--- config.mk ---
export PLATFORM = sky130hd
export DESIGN_NAME = keypad_scan_input
export DESIGN_NICKNAME = d
export VERILOG_FILES = /design/src/rtl/keypad_pkg.sv /design/src/rtl/scan_tick_gen.sv /design/src/rtl/keypad_scan_input.sv
export SDC_FILE = /design/constraint.sdc
export NUM_CORES = 1
export LEC_CHECK = 0
export CAP_MARGIN = 10
export CELL_PAD_IN_SITES_DETAIL_PLACEMENT = 1
export CELL_PAD_IN_SITES_GLOBAL_PLACEMENT = 1
export CORE_UTILIZATION = 27
export DETAILED_ROUTE_END_ITERATION = 6
export PLACE_DENSITY = 0.48
export SLEW_MARGIN = 30
export SYNTH_ARGS = -nofsm -noshare
export SYNTH_HDL_FRONTEND = slang
export SYNTH_SLANG_ARGS = --single-unit
--- constraint.sdc ---
create_clock -name clk -period 4.3 [get_ports clk]
set_input_delay 0.86 -clock clk [delete_from_list [all_inputs] [get_ports clk]]
set_output_delay 0.86 -clock clk [all_outputs]
set_load 0.03 [all_outputs]
--- src/rtl/keypad_pkg.sv ---
// keypad_pkg
// Shared definitions for the keypad scanner and its tick generator.
//   - FSM state encodings (SCAN, DEBOUNCE, HOLD)
//   - rear-light mode words and the key-to-mode mapping
//   - row drive reset pattern and small helpers for the row/column logic
package keypad_pkg;

  // FSM encoding
  localparam logic [1:0] SCAN     = 2'd0;
  localparam logic [1:0] DEBOUNCE = 2'd1;
  localparam logic [1:0] HOLD     = 2'd2;

  // Rear-light mode words (one-hot, or all-off)
  localparam logic [3:0] MODE_OFF = 4'b0000;
  localparam logic [3:0] MODE_A   = 4'b0001;
  localparam logic [3:0] MODE_B   = 4'b0010;
  localparam logic [3:0] MODE_C   = 4'b0100;
  localparam logic [3:0] MODE_D   = 4'b1000;

  // Row 0 driven low out of reset; columns read all-high when idle
  localparam logic [3:0] ROW_RESET = 4'b1110;
  localparam logic [3:0] COL_IDLE  = 4'b1111;

  // Scanner context kept together so the FSM state and the latched key
  // position can be observed as one signal.
  typedef struct packed {
    logic [1:0] state;
    logic [1:0] row_idx;
    logic [1:0] col_idx;
  } scan_ctx_t;

  // Keys 0..4 select a mode; every other key keeps the current one.
  function automatic logic [3:0] key_to_mode(input logic [3:0] code,
                                             input logic [3:0] cur);
    logic [3:0] m;
    m = cur;
    case (code)
      4'd0:    m = MODE_OFF;
      4'd1:    m = MODE_A;
      4'd2:    m = MODE_B;
      4'd3:    m = MODE_C;
      4'd4:    m = MODE_D;
      default: m = cur;
    endcase
    return m;
  endfunction

  // Index of the lowest-numbered low bit; used for both the active row
  // and the winning column when several columns are pulled low.
  function automatic logic [1:0] low_index(input logic [3:0] v);
    logic [1:0] idx;
    idx = 2'd0;
    if (!v[0])      idx = 2'd0;
    else if (!v[1]) idx = 2'd1;
    else if (!v[2]) idx = 2'd2;
    else if (!v[3]) idx = 2'd3;
    return idx;
  endfunction

  // Move the single low row bit to the next row (1110 -> 1101 -> ...).
  function automatic logic [3:0] rotl(input logic [3:0] v);
    return {v[2:0], v[3]};
  endfunction

endpackage

--- src/rtl/scan_tick_gen.sv ---
// scan_tick_gen
// Free-running divider producing a one-clk tick every CLK_DIV cycles.
// Shared with the display scan logic.
//   clk  : system clock
//   rst  : asynchronous active-low reset (divider returns to 0)
//   tick : high for one cycle when the divider reaches CLK_DIV-1
module scan_tick_gen #(
  parameter int CLK_DIV = 1000
) (
  input  logic clk,
  input  logic rst,
  output logic tick
);

  localparam int            CW   = $clog2(CLK_DIV);
  localparam logic [CW-1:0] LAST = CW'(CLK_DIV - 1);

  logic [CW-1:0] div_cnt;

  assign tick = (div_cnt == LAST);

  always_ff @(posedge clk or negedge rst) begin
    if (!rst) begin
      div_cnt <= '0;
    end else if (tick) begin
      div_cnt <= '0;
    end else begin
      div_cnt <= div_cnt + CW'(1);
    end
  end

endmodule

--- src/rtl/keypad_scan_input.sv ---
// keypad_scan_input
// Scans a 4x4 key matrix, debounces presses and turns accepted keys into
// the rear-light mode word.
//   clk       : system clock
//   rst       : asynchronous active-low reset
//   key_col   : column returns, active-low, asynchronous to clk
//   key_row   : row drive, exactly one bit low
//   state_out : latched mode word (0000 / 0001 / 0010 / 0100 / 1000)
//   key_code  : last accepted key, row*4 + col
//   key_valid : one-clk pulse per accepted press
module keypad_scan_input
  import keypad_pkg::*;
#(
  parameter int CLK_DIV        = 1000,
  parameter int DEBOUNCE_TICKS = 8
) (
  input  logic       clk,
  input  logic       rst,
  input  logic [3:0] key_col,
  output logic [3:0] key_row,
  output logic [3:0] state_out,
  output logic [3:0] key_code,
  output logic       key_valid
);

  localparam int            DW      = $clog2(DEBOUNCE_TICKS + 1);
  localparam logic [DW-1:0] DB_LAST = DW'(DEBOUNCE_TICKS);

  // Two-flop synchronizer for the asynchronous column returns
  logic [3:0] col_meta;
  logic [3:0] col_s;

  always_ff @(posedge clk or negedge rst) begin
    if (!rst) begin
      col_meta <= COL_IDLE;
      col_s    <= COL_IDLE;
    end else begin
      col_meta <= key_col;
      col_s    <= col_meta;
    end
  end

  logic tick;

  scan_tick_gen #(
    .CLK_DIV(CLK_DIV)
  ) u_tick (
    .clk (clk),
    .rst (rst),
    .tick(tick)
  );

  scan_ctx_t     ctx;
  logic [DW-1:0] db_cnt;

  logic [DW-1:0] db_next;
  logic          col_idle;
  logic [1:0]    hit_col;
  logic [1:0]    cur_row;
  logic          held_low;
  logic [3:0]    accept_code;

  assign db_next  = db_cnt + DW'(1);
  assign col_idle = (col_s == COL_IDLE);
  assign hit_col  = low_index(col_s);
  assign cur_row  = low_index(key_row);
  assign held_low = ~col_s[ctx.col_idx];
  // In SCAN the accepted key is the one just found (DEBOUNCE_TICKS = 1);
  // otherwise it is the position latched on entry to DEBOUNCE.
  assign accept_code = (ctx.state == SCAN) ? {cur_row, hit_col}
                                           : {ctx.row_idx, ctx.col_idx};

  always_ff @(posedge clk or negedge rst) begin
    if (!rst) begin
      ctx.state   <= SCAN;
      ctx.row_idx <= 2'd0;
      ctx.col_idx <= 2'd0;
      db_cnt      <= '0;
      key_row     <= ROW_RESET;
      state_out   <= MODE_OFF;
      key_code    <= 4'd0;
      key_valid   <= 1'b0;
    end else begin
      key_valid <= 1'b0;
      if (tick) begin
        case (ctx.state)
          SCAN: begin
            if (col_idle) begin
              key_row <= rotl(key_row);
            end else begin
              // Row stays frozen on the pressed key's row from here on.
              ctx.row_idx <= cur_row;
              ctx.col_idx <= hit_col;
              if (DEBOUNCE_TICKS == 1) begin
                key_valid <= 1'b1;
                key_code  <= accept_code;
                state_out <= key_to_mode(accept_code, state_out);
                ctx.state <= HOLD;
                db_cnt    <= '0;
              end else begin
                ctx.state <= DEBOUNCE;
                db_cnt    <= DW'(1);
              end
            end
          end

          DEBOUNCE: begin
            if (held_low) begin
              if (db_next == DB_LAST) begin
                key_valid <= 1'b1;
                key_code  <= accept_code;
                state_out <= key_to_mode(accept_code, state_out);
                ctx.state <= HOLD;
                db_cnt    <= '0;
              end else begin
                db_cnt <= db_next;
              end
            end else begin
              // Bounce: drop the candidate and move on to the next row.
              key_row   <= rotl(key_row);
              ctx.state <= SCAN;
              db_cnt    <= '0;
            end
          end

          HOLD: begin
            // Any low column restarts the release count, so neither the
            // held key nor a second key can re-trigger.
            if (!col_idle) begin
              db_cnt <= '0;
            end else if (db_next == DB_LAST) begin
              key_row   <= rotl(key_row);
              ctx.state <= SCAN;
              db_cnt    <= '0;
            end else begin
              db_cnt <= db_next;
            end
          end

          default: begin
            ctx.state <= SCAN;
            db_cnt    <= '0;
          end
        endcase
      end
    end
  end

endmodule
; Yosys cells after proc, flatten, opt, wreduce, memory -nomap -nowiden
; Index checks and enable logic that the tools add are counted.
[classes]
addsub = 2
n_lt_le_gt_ge = 1
eq_ne = 15
n_mux = 33
bitwise = 2
reduce_logical = 10
[op_table]
columns = operator, count
row1 = $mux W4, 9
row2 = $mux W2, 12
row3 = $pmux W4 S3, 2
row4 = $pmux W4 S5, 1
row5 = $add A10 B1 Y10 const B, 1
row6 = $eq A10 B10 Y1 const B, 1
row7 = $mux W10, 1
row8 = $ne A2 B2 Y1 const B, 5
row9 = $reduce_and A5 Y1, 2
row10 = $eq A4 B2 Y1 const B, 2
row11 = $eq A4 B4 Y1 const B, 2
row12 = $mux W6, 1
row13 = $pmux W2 S3, 1
row14 = $reduce_and A6 Y1, 1
row15 = $mux W1, 5
row16 = $reduce_bool A5 Y1, 1
row17 = $add A4 B1 Y4 const B, 1
row18 = $eq A4 B1 Y1 const B, 1
row19 = $eq A4 B3 Y1 const B, 1
row20 = $logic_not A4 Y1, 1
row21 = $reduce_and A4 Y1, 1
row22 = $lt A2 B3 Y1 const B, 1
row23 = $ne A3 B3 Y1 const B, 1
row24 = $reduce_and A3 Y1, 1
row25 = other kinds (7), 8
[totals]
ff_bits = 41
inputBits = 6
elab_cells = 74

; Logic depth before layout (Yosys ltp)
; Gate-level depths: netlist of the first run.
[logic_depth]
ltp_word = 8
ltp_mapped = 7
mapped_depth_nobuf = 6

; By module
; Synthesis of the first run repeated with hierarchy kept, for this count alone.
[unflattened]
cells_unflattened = 188
hier_area_um2 = 2058.2
[by_module_without_submodules]
columns = mod, instances, cells_each, area_per_inst_um2
row1 = keypad_scan_input, 1, 144, 1564.0
row2 = scan_tick_gen, 1, 44, 494.2

; Worst setup path after synthesis of the first run
; OpenSTA, ideal clock, no wires.
[synth_timing]
path_type = flip-flop to flip-flop
startpoint = register u_tick.div_cnt[3]
endpoint = register ctx[0] (netlist name)
t_arrival_ns = 1.931
t_required_ns = 4.175
path_slack_ns = 2.244
path_stages_with_launch = 6
path_buffers = 1
cell_sequence = dfrtp_1 or3b_1 or3_1 buf_6 nor3_4 mux2_2
[synth_via]
elab_chain_len = 2
[synth_lines]
columns = item, line
row1 = from (decl), scan_tick_gen.sv:18  ; logic [CW-1:0] div_cnt;
row2 = from (signal assigned), scan_tick_gen.sv:28  ; div_cnt <= div_cnt + CW'(1);
row3 = $eq A10 B10 Y1, scan_tick_gen.sv:20  ; assign tick = (div_cnt == LAST);
row4 = $reduce_and A3 Y1 (no source line), -
row5 = to (decl), keypad_scan_input.sv:53  ; scan_ctx_t ctx;
; Every way passes these cells.
; A chain may end at the register's enable or synchronous reset.

; Final worst setup path of the first run
[layout_timing]
startpoint = register key_row[1]
endpoint = output port key_row[1]
[layout_rtl]
columns = item, line
row1 = from (decl), keypad_scan_input.sv:20  ; output logic [3:0] key_row,
row2 = from (signal assigned), keypad_scan_input.sv:89  ; key_row <= rotl(key_row);
row3 = from (signal assigned), keypad_scan_input.sv:120  ; key_row <= rotl(key_row);
row4 = from (signal assigned), keypad_scan_input.sv:132  ; key_row <= rotl(key_row);
; No word-level cell between the ends.

==> results by group, run 1 <==
Synth
  • Synth Net Count: between 150 and 200
  • Synth warn: 0
  • Cells after Synth: 179
  • Share of the synthesized area in the top cell type: 0.383
  • Synth top cells by count: 30 x dfrtp_1, 21 x nor2_1, 14 x nand2_1
  • Post-synthesis mux area share: 0.0663
  • Most frequent cell after synthesis: dfrtp_1
  • Distinct cells, synth: 49
  • Compound-cell area share of the yosys netlist: 0.168
  • Cell Area, Synth: approximately 2000 sq um
  • Top post-synthesis cells by area: dfrtp_1 38%, dfstp_2 15%, mux2_2 4.0%
  • Synth Area in Adders: 0.0191
  • Largest family of logic cells by synthesized area: compound AO/OA/AOI/OAI gates
  • Main flop type after synthesis: dfrtp_1
  • Simple-Gate Fraction of Synth Area: 0.163
  • Synth Area per Inst: 11.0 sq um
  • Post-synth EDFFs: 0
  • Post-synth ARST share: 1.00
  • Sequential area share after synthesis: 0.530
  • Dominant cell type by area after synthesis: dfrtp_1
  • Xor and xnor area share after synthesis: 0.0313
  • #FFs+latches synth: 41

Worst setup path
  • R2R cell count: 6
  • Worst setup SP type: flip-flop
  • R2R setup slack: 1.90 ns
  • Crit path cell chain: clkdlybuf4s50_1
  • CP required: 3.44 ns
  • Critical path class: reg2out
  • CP Capture Type: primary output
  • Critical R2R Capture: state_out[1]
  • Slowest CP cell: clkdlybuf4s50_1
  • Reg2Reg Launch Point: u_tick.div_cnt[0]
  • Arr. time, crit path: 1.55 ns
  • CP bufs+invs: 1
  • Top delay family on crit path: buffers and inverters
  • Max incr delay on CP: about 0.68 ns
  • Max FO, Critical Path: 6

Drt
  • Total number of vias: approximately 1400
  • Drt pass-1 iters: 4
  • Vias per std cell: ~4.8
  • Routed WL: 4.37 mm
  • Final ANT Viol Nets: 0
  • Post-route DRC: 0
  • Initial DRC Count: 59
  • Routed len/inst: 14.7 microns

Hold path
  • Worst Hold End: col_s[3]
  • Worst Hold Class: reg2reg
  • Hold Crit Depth: 0
  • Min-delay src: col_meta[3]

Floorplanning
  • Core area: 6910 sq um
  • # rows: 30
  • Starting Density: 0.284
  • Die Ht: 87.2 microns
  • Die area: 7610 sq um
  • Die W: 87.2 microns
  • IO Count: 19

Power and ir drop
  • Net Sw Power: 151 uW
  • Reg power frac: 0.596
  • P_leak: 0.000933 uW
  • P per Cell Area: 285 nW/um^2
  • Peak supply drop: between 100 and 150 uV
  • Gate power share: 0.029
  • Clk network pwr share: 0.375
  • Int Pwr: between 500 and 600 uW
  • Net Sw Frac: 0.229

Final layout
  • # diodes: 0
  • FILL cells: 813
  • Final instance area: around 2300 sq um
  • Nets@finish: approximately 210
  • Ratio of cells with drive above 1 in the final layout: 0.189
  • Area Overhead vs Synth: 18.5%

Timing
  • Count of pins over their slew limit: 0
  • Slew headroom: 0.495
  • Fin Setup TNS: 0 ns
  • Setup violators final: 0
  • Worst slew pin tran: 0.757 ns
  • Fin crit period: about 2.4 ns
  • Fin crit share: 0.561
  • RSZ-0062 raised after global routing: no
  • Clock skew: 0.00506 ns
  • Max Clock Freq: 415 MHz
  • Fin. Hold Viols: 0

Global routing
  • M2 GR Usage: 0.205
  • Met3 Usage GRT: 0.0332
  • Initial antenna violation count: 0
  • Busiest layer in global routing: met2
  • GR Layer Usage met1: 0.181
  • First-pass GRT wire length: 7.65 mm
  • Total track usage: 0.133
  • Gr ovfl total: 0
  • Largest net degree at the start of global routing: 42
  • Number of global-route vias before repair: ~1600

Place
  • Detailed Place HPWL: 3.12 mm
  • Placed Area: 2240 sq um
  • Buffers on Ports: 18
  • Final Wtd Congestion: 0.807

CTS
  • Post_cts resized: 0
  • Setup Buffers After CTS: 0
  • Worst-skew pair later-pin latency: 0.29 ns
  • Htree depth: 2
  • CTS Sinks: 41
  • Cts bufs inserted: 5
  • Root Driver: clkbuf_8
  • Worst-path clk slew: 0.08 ns
  • CTS tree: yes
  • Max clock buf depth: 2
  • CTS Hold Bufs: 0

Run
  • Max-cap violations: 0

Outcome
  • Outcome: finished, final reports clean
==> worst max-delay path by stage <==
stage                            from           end  slack, ns  cells past startpoint
floorplan           u_tick.div_cnt[3]        ctx[0]       2.24                      5
global route        u_tick.div_cnt[0]  state_out[1]       1.69                      6
detailed placement  u_tick.div_cnt[0]  state_out[1]       1.89                      6
global placement               ctx[5]    key_row[0]       2.04                      4
CTS                 u_tick.div_cnt[0]  state_out[1]       1.85                      6
finish                     key_row[1]    key_row[1]       1.89                      1
==> metal layers <==
metal	up-vias	routed length (microns)
met5	-	0
met4	0	78
met3	8	118
met2	26	1970
met1	718	2200
li1	681	-
==> flip-flops by register name, indices dropped and copies added (netlist names) <==
| name | cells |
|---|---|
| u_tick.div_cnt | 10 |
| ctx | 6 |
| col_meta | 4 |
| col_s | 4 |
| db_cnt | 4 |
| key_code | 4 |
| key_row | 4 |
| state_out | 4 |
| key_valid | 1 |
==> through the flow <==
step           worst slack (ns)  power [uW]  instances   util  hold WS (ns)
2_1_floorplan              2.24         407        179      -         0.345
3_3_place_gp               2.04         421        289  0.324         0.347
3_5_place_dp               1.89         422        289  0.324         0.348
4_1_cts                    1.85         681        297  0.336         0.360
5_1_grt                    1.69         700        297  0.337         0.365
6_report                   1.89         662        297  0.337         0.358
==> logic make-up after synthesis <==
family	count (synthesis)
compound gates	44
xor+xnor	7
fa+ha+maj	3
buf+inv	9
flops	41
mux	12
simple gates	63
==> power by group through the flow <==
stage / clock (uW) / sequential (uW) / combinational (uW)
after floorplan: 0 / 401 / 5.62
after global placement: 0 / 402 / 19.3
after detailed placement: 0 / 402 / 19.9
after CTS: 266 / 395 / 20.0
after global routing: 283 / 395 / 22.1
final: 248 / 395 / 19.2
==> cell usage in the layout (no fill, tap or decap), drive strengths merged, types with 5 or more instances in the layout <==
master,netlist,final
dfrtp,30,30
nor2,21,21
clkdlybuf4s50,0,17
nand2,14,14
o21ai,11,11
dfstp,11,11
a21oi,8,8
mux2,8,8
nand3,7,7
clkbuf,3,5
==> final cells by class <==
cell class	count	area [sq um]	area share
Timing Repair Buffer	19	185	0.0797
Sequential cell	41	1040	0.447
Clock inverter	3	17.5	0.00753
Inverter	4	15.0	0.00646
Tap cell	96	120	0.0517
Clock buffer	5	68.8	0.0296
Multi-Input combinational cell	129	878	0.378
Power figures use the tool's default switching activity.
==> run 2: changes to the inputs <==
--- a/config.mk
+++ b/config.mk
@@ -10,7 +10,7 @@
 export CELL_PAD_IN_SITES_GLOBAL_PLACEMENT = 1
 export CORE_UTILIZATION = 27
 export DETAILED_ROUTE_END_ITERATION = 6
-export PLACE_DENSITY = 0.48
+export PLACE_DENSITY = 0.5
 export SLEW_MARGIN = 30
 export SYNTH_ARGS = -nofsm -noshare
 export SYNTH_HDL_FRONTEND = slang
==> constraint.sdc (replaced) <==
create_clock -name clk -period 2.2 [get_ports clk]
set_input_delay 0.44 -clock clk [delete_from_list [all_inputs] [get_ports clk]]
set_output_delay 0.44 -clock clk [all_outputs]
set_load 0.03 [all_outputs]
==> run 2 against run 1 <==
Effect of this change:
- count of clock-buffer cells in the layout increased by 1
- critical path depth increased by 3
- register-to-register slack got worse by 1.8 ns
- combinational power increased by 130%
- global-route usage increased by 1.2 points
- routed wire length increased by 9.9%
- total power increased by 120%
- highest routed layer unchanged
==> results by group, run 2 (synthesized netlist as in run 1, its figures left out) <==
Worst setup path
  • CP Capture Type: flip-flop
  • CP bufs+invs: 0 (-1)
  • Max incr delay on CP: 0.44 ns (-0.24 ns)
  • CP required: 2.38 ns (-1.06 ns)
  • Arr. time, crit path: 2.25 ns (+0.70 ns)
  • Slowest CP cell: or3_4
  • Crit path cell chain: or3b_1 > or3_4 > nor3_4 > mux2_2
  • Worst setup SP type: flip-flop
  • Max FO, Critical Path: 6 (unchanged)
  • Top delay family on crit path: simple AND/OR/NAND/NOR gates
  • Critical path class: reg2reg
  • R2R setup slack: 0.13 ns (-1.77 ns)

CTS
  • CTS tree: yes
  • Worst-path clk slew: 0.09 ns (about the same)
  • Htree depth: 2 (unchanged)
  • Worst-skew pair later-pin latency: 0.30 ns (about the same)
  • Max clock buf depth: 2 (unchanged)
  • Cts bufs inserted: 5 (unchanged)
  • CTS Sinks: 41 (unchanged)
  • Root Driver: clkbuf_8

Timing
  • Clock skew: 0.00997 ns (+0.00490 ns)
  • Setup violators final: 0 (unchanged)
  • Fin crit period: ~2.1 ns
  • Slew headroom: 0.566 (+0.0710)
  • Max Clock Freq: 484 MHz
  • Fin. Hold Viols: 0 (unchanged)
  • Fin crit share: 0.940
  • Worst slew pin tran: 0.642 ns (-0.115 ns)
  • Count of pins over their slew limit: 0 (unchanged)

Final layout
  • Final instance area: 2520 sq um (+8.3%)
  • Largest register by flop count: u_tick.div_cnt
  • Max FFs per register: 10 (unchanged)
  • FILL cells: 781 (-3.9%)
  • Commonest non-fill, non-tap cells in the layout: 30 x dfrtp_1, 21 x nor2_1, 17 x clkdlybuf4s50_1, 16 x buf_4, 14 x nand2_1
  • Nets@finish: 225 (+7.7%)
  • Util after Layout: 0.365 (+0.0281)
  • Most common cell after layout, fill and taps aside: dfrtp_1
  • Area Overhead vs Synth: 28.4%
  • Fin cells: 313 (+5.4%)
  • Largest regs: u_tick.div_cnt x10, ctx x6
  • Ratio of cells with drive above 1 in the final layout: 0.276 (+0.0874)
  • Register area: 1040 sq um (unchanged)
  • # diodes: 0 (unchanged)
  • Area of the multi-input gates: 908 sq um (+3.4%)

Place
  • Buffers on Ports: 18 (unchanged)
  • Placed Cells: 304 (+5.2%)
  • Placed Area: 2360 sq um (+5.6%)
  • Final Wtd Congestion: 0.789 (-2.2%)
  • Detailed Place HPWL: 3.59 mm (+15%)

Drt
  • Vias per std cell: 4.75 (-1.5%)
  • Drt pass-1 iters: 4 (unchanged)
  • Routed len/inst: 15.3 microns (+4.2%)
  • Total number of vias: 1487 (+3.8%)
  • Post-route DRC: 0 (unchanged)
  • Initial DRC Count: 48 (-19%)
  • Final ANT Viol Nets: 0 (unchanged)
  • Routed WL: 4.80 mm (+9.9%)

Global routing
  • First-pass GRT wire length: 8.35 mm (+9.2%)
  • Largest net degree at the start of global routing: 25 (-40%)
  • Gr ovfl total: 0 (unchanged)
  • Number of global-route vias before repair: 1660 (+6.9%)
  • Total track usage: 0.145 (+0.0118)
  • Initial antenna violation count: 0 (unchanged)

Power and ir drop
  • P_leak: 0.00103 uW (+11%)
  • Peak supply drop: 318 uV (+120%)
  • P per Cell Area: 578 nW/um^2 (+100%)

Floorplanning
  • Starting Density: 0.284 (unchanged)
  • Die area: 7610 sq um (unchanged)
  • IO Count: 19 (unchanged)
  • # rows: 30 (unchanged)
  • Die W: 87.2 microns (unchanged)
  • Core area: 6910 sq um (unchanged)
  • Die Ht: 87.2 microns (unchanged)

Outcome
  • Outcome: finished, final reports clean

Run
  • Max-cap violations: 0 (unchanged)

Hold path
  • Worst Hold Class: in2async
run 2: cell count changes in the layout (fill, tap and decap cells not counted), moves of 2 or more:
cell / before / now
o2111ai_2: 0 / 2
buf_4: 2 / 16
clkinv_2: 2 / 0
o2111ai_1: 2 / 0
run 2: metrics by stage:
stage / power [uW] / worst slack [ns] / TNS, ns / hold WS [ns]
3_3_place_gp: 830 / 0.0801 / 0 / 0.346
4_1_cts: 1480 / 0.00769 / 0 / 0.168
2_1_floorplan: 795 / 0.144 / 0 / 0.144
3_5_place_dp: 832 / 0.0210 / 0 / 0.347
6_report: 1460 / 0.132 / 0 / 0.155
5_1_grt: 1510 / -0.00993 / -0.00993 / 0.189
run 2: power by group:
group,internal [uW],leakage [uW],switching (uW)
clock network,369,0.0000574,271
registers,767,0.000520,4.59
logic,17.9,0.000455,26.8
run 2: metal layers:
layer  global-route usage  share of wire  up-vias
met5                    0              0        -
met3               0.0284          0.026        6
li1                     -              -      713
met2                0.237           0.49       18
met1                0.192           0.47      750
met4               0.0462          0.014        0
run 2: worst reg2reg max path, stage by stage, from the launching register on:
cell and delay [ns]:
dfrtp_1 0.42, or3b_1 0.42, or3_4 0.44, nor3_4 0.30, mux2_2 0.38
run 2: layout make-up:
type                            count  share of cell area
Multi-Input combinational cell    129               0.361
Clock buffer                        6              0.0328
Inverter                            4             0.00596
Sequential cell                    41               0.413
Timing Repair Buffer               35               0.125
Tap cell                           96              0.0477
Clock inverter                      2              0.0149
run 2: timing repair:
action / in CTS / in global routing
buffers inserted: 0 / 1
resized for setup: 0 / 6
hold buffers: 0 / 0
endpoints found under the setup margin: 0 / 18
run 2: final timing paths:
path,start,endpoint,cells past startpoint
min reg2reg,col_meta[1],col_s[1],0
max in group asynchronous,rst,col_meta[0],2
max,u_tick.div_cnt[4],ctx[2],4
min in group clk,col_meta[1],col_s[1],0
min,rst,db_cnt[2],1
max reg2reg,u_tick.div_cnt[4],ctx[2],4
==> run 3: changes to the inputs <==
--- a/config.mk
+++ b/config.mk
@@ -10,6 +10,7 @@
 export CELL_PAD_IN_SITES_GLOBAL_PLACEMENT = 1
 export CORE_UTILIZATION = 27
 export DETAILED_ROUTE_END_ITERATION = 6
+export GPL_TIMING_DRIVEN = 0
 export PLACE_DENSITY = 0.5
 export SLEW_MARGIN = 30
 export SYNTH_ARGS = -nofsm -noshare
==> run 3 against run 2 <==
Effect of this change:
- die area unchanged
- combinational power down 4%
- flip-flop and latch count stayed put
- first-iteration DRC count is 35% lower
- sequential share of layout area is 0.48 points lower
- critical path depth rose by 2
- via count increased by 0.54%
- worst hold slack worse by 0.090 ns
- sequential power hardly changed
==> results by group, run 3 (synthesized netlist as in run 1, its figures left out) <==
Final layout
  • Ratio of cells with drive above 1 in the final layout: 0.311 (+0.0340)
  • Nets@finish: 227 (+0.89%)
  • Register area: 1040 sq um (+0.12%)
  • Most common cell after layout, fill and taps aside: dfrtp_1
  • Area Overhead vs Synth: 30.0%
  • Largest regs: u_tick.div_cnt x10, ctx x6
  • Util after Layout: 0.369 (+0.00471)
  • FILL cells: 806 (+3.2%)
  • # diodes: 0 (unchanged)
  • Commonest non-fill, non-tap cells in the layout: 29 x dfrtp_1, 20 x nor2_1, 17 x clkdlybuf4s50_1, 14 x nand2_1, 13 x buf_4
  • Max FFs per register: 10 (unchanged)
  • Final instance area: 2550 sq um (+1.3%)
  • Area of the multi-input gates: 945 sq um (+4.0%)
  • Fin cells: 315 (+0.64%)
  • Largest register by flop count: u_tick.div_cnt

Worst setup path
  • R2R setup slack: 0.07 ns (-0.06 ns)
  • Critical R2R Capture: state_out[1]
  • Arr. time, crit path: 2.34 ns (+0.09 ns)
  • Reg2Reg Launch Point: u_tick.div_cnt[4]
  • Critical path class: reg2reg
  • Max FO, Critical Path: 6 (unchanged)
  • R2R cell count: 6 (+2)
  • Crit path cell chain: or3b_4 > or3_1 > buf_6 > a2111oi_4 > and2_4 > a2bb2oi_1
  • CP Capture Type: flip-flop
  • Max incr delay on CP: 0.42 ns (-0.02 ns)
  • CP required: 2.42 ns (+0.04 ns)
  • Slowest CP cell: or3b_4
  • Worst setup SP type: flip-flop

Run
  • Max-cap violations: 0 (unchanged)

CTS
  • Cts bufs inserted: 5 (unchanged)
  • Root Driver: clkbuf_8
  • Worst-path clk slew: 0.09 ns (about the same)
  • CTS tree: yes
  • Max clock buf depth: 2 (unchanged)
  • CTS Sinks: 41 (unchanged)
  • Worst-skew pair later-pin latency: 0.29 ns (about the same)
  • Htree depth: 2 (unchanged)
  • CTS Hold Bufs: 0 (unchanged)

Power and ir drop
  • Int Pwr: 1120 uW (-2.9%)
  • Clk network pwr share: 0.428 (-0.011)
  • P_leak: 0.00103 uW (about the same)
  • Gate power share: 0.030 (about the same)
  • Reg power frac: 0.542 (+0.012)
  • Net Sw Power: 304 uW (+0.61%)
  • P per Cell Area: 558 nW/um^2 (-3.4%)
  • Peak supply drop: 244 uV (-23%)
  • Net Sw Frac: 0.213 (+0.00584)

Timing
  • Hold WS: 0.0650 ns (-0.0901 ns)
  • Fin crit period: 2.13 ns (+0.0590 ns)
  • Fin. Hold Viols: 0 (unchanged)
  • RSZ-0062 raised after global routing: yes
  • Fin crit share: 0.967 (+0.0268)
  • Slew headroom: 0.585 (+0.0184)
  • Fin Setup TNS: 0 ns (unchanged)
  • Count of pins over their slew limit: 0 (unchanged)
  • Max Clock Freq: 470 MHz (-2.8%)
  • Clock skew: 0.0106 ns (+0.000657 ns)
  • Worst slew pin tran: 0.621 ns (-0.0214 ns)
  • Setup violators final: 0 (unchanged)

Global routing
  • Total track usage: 0.137 (-0.00758)
  • Initial antenna violation count: 0 (unchanged)
  • Gr ovfl total: 0 (unchanged)
  • Number of global-route vias before repair: 1551 (-6.6%)
  • First-pass GRT wire length: 8.02 mm (-3.9%)
  • Largest net degree at the start of global routing: 28 (+12%)

Place
  • Placed Cells: 294 (-3.3%)
  • Placed Area: 2280 sq um (-3.6%)
  • Buffers on Ports: 18 (unchanged)
  • Final Wtd Congestion: 0.819 (+3.8%)
  • Detailed Place HPWL: 3.27 mm (-9.0%)

Floorplanning
  • # rows: 30 (unchanged)
  • Core area: 6910 sq um (unchanged)
  • Die Ht: 87.2 microns (unchanged)
  • Starting Density: 0.284 (unchanged)
  • Die W: 87.2 microns (unchanged)
  • Die area: 7610 sq um (unchanged)
  • IO Count: 19 (unchanged)

Drt
  • Vias per std cell: 4.75 (-0.10%)
  • Post-route DRC: 0 (unchanged)
  • Top sig layer: met4
  • WL met2: 2.22 mm (-5.2%)
  • Initial DRC Count: 31 (-35%)
  • Met3 WL: 90 microns (-28%)
  • Drt pass-1 iters: 4 (unchanged)
  • Routed len/inst: 14.9 microns (-3.1%)
  • WL met1: 2.27 mm (+0.35%)
  • Routed WL: 4.68 mm (-2.4%)
  • Final ANT Viol Nets: 0 (unchanged)
  • Total number of vias: 1495 (+0.54%)

Hold path
  • Worst Hold Class: in2async

Outcome
  • Outcome: finished, final reports clean
[run 3: layout make-up]
type	instances	share of cell area
Sequential cell	41	0.408
Tap cell	96	0.0471
Buffer	5	0.0118
Clock inverter	2	0.0137
Multi-Input combinational cell	129	0.370
Clock buffer	6	0.0284
Timing Repair Buffer	32	0.115
Inverter	4	0.00589
[run 3: stage by stage]
step	power, uW	setup slack (ns)
6_report	1420	0.0735
3_5_place_dp	829	-0.155
5_1_grt	1480	-0.0408
4_1_cts	1440	0.00498
2_1_floorplan	795	0.144
3_3_place_gp	824	-0.405
[run 3: repair_timing]
| action | CTS | global route |
|---|---|---|
| buffers inserted | 7 | 6 |
| setup endpoints to repair | 11 | 13 |
| pin swaps | 1 | 6 |
| resized for setup | 6 | 12 |
[run 3: power by group through the flow]
| stage | clock [uW] | sequential (uW) | combinational, uW |
|---|---|---|---|
| 6_report | 610 | 772 | 42.9 |
| 3_3_place_gp | 0 | 785 | 38.7 |
| 5_1_grt | 663 | 774 | 48.3 |
| 2_1_floorplan | 0 | 785 | 11.0 |
| 4_1_cts | 629 | 772 | 43.8 |
| 3_5_place_dp | 0 | 786 | 43.0 |
[run 3: worst max-delay path by stage]
stage	start	to	slack, ns
floorplan	u_tick.div_cnt[3]	ctx[0]	0.14
global placement	rst	state_out[0]	-0.40
detailed placement	u_tick.div_cnt[0]	state_out[1]	-0.15
CTS	u_tick.div_cnt[3]	state_out[2]	0.005
global route	db_cnt[0]	state_out[1]	-0.04
finish	u_tick.div_cnt[4]	state_out[1]	0.07
[run 3: metal layers]
layer | up-vias | global-route usage
li1 | 720 | -
met5 | - | 0
met4 | 0 | 0.0641
met2 | 17 | 0.212
met1 | 750 | 0.186
met3 | 8 | 0.0237
[run 3: worst max-delay path, delay by kind of cell (launching register included)]
kind	cells	cell delay, ns
simple gates	3	0.98
compound gates	2	0.54
flops	1	0.39
buf+inv	1	0.15
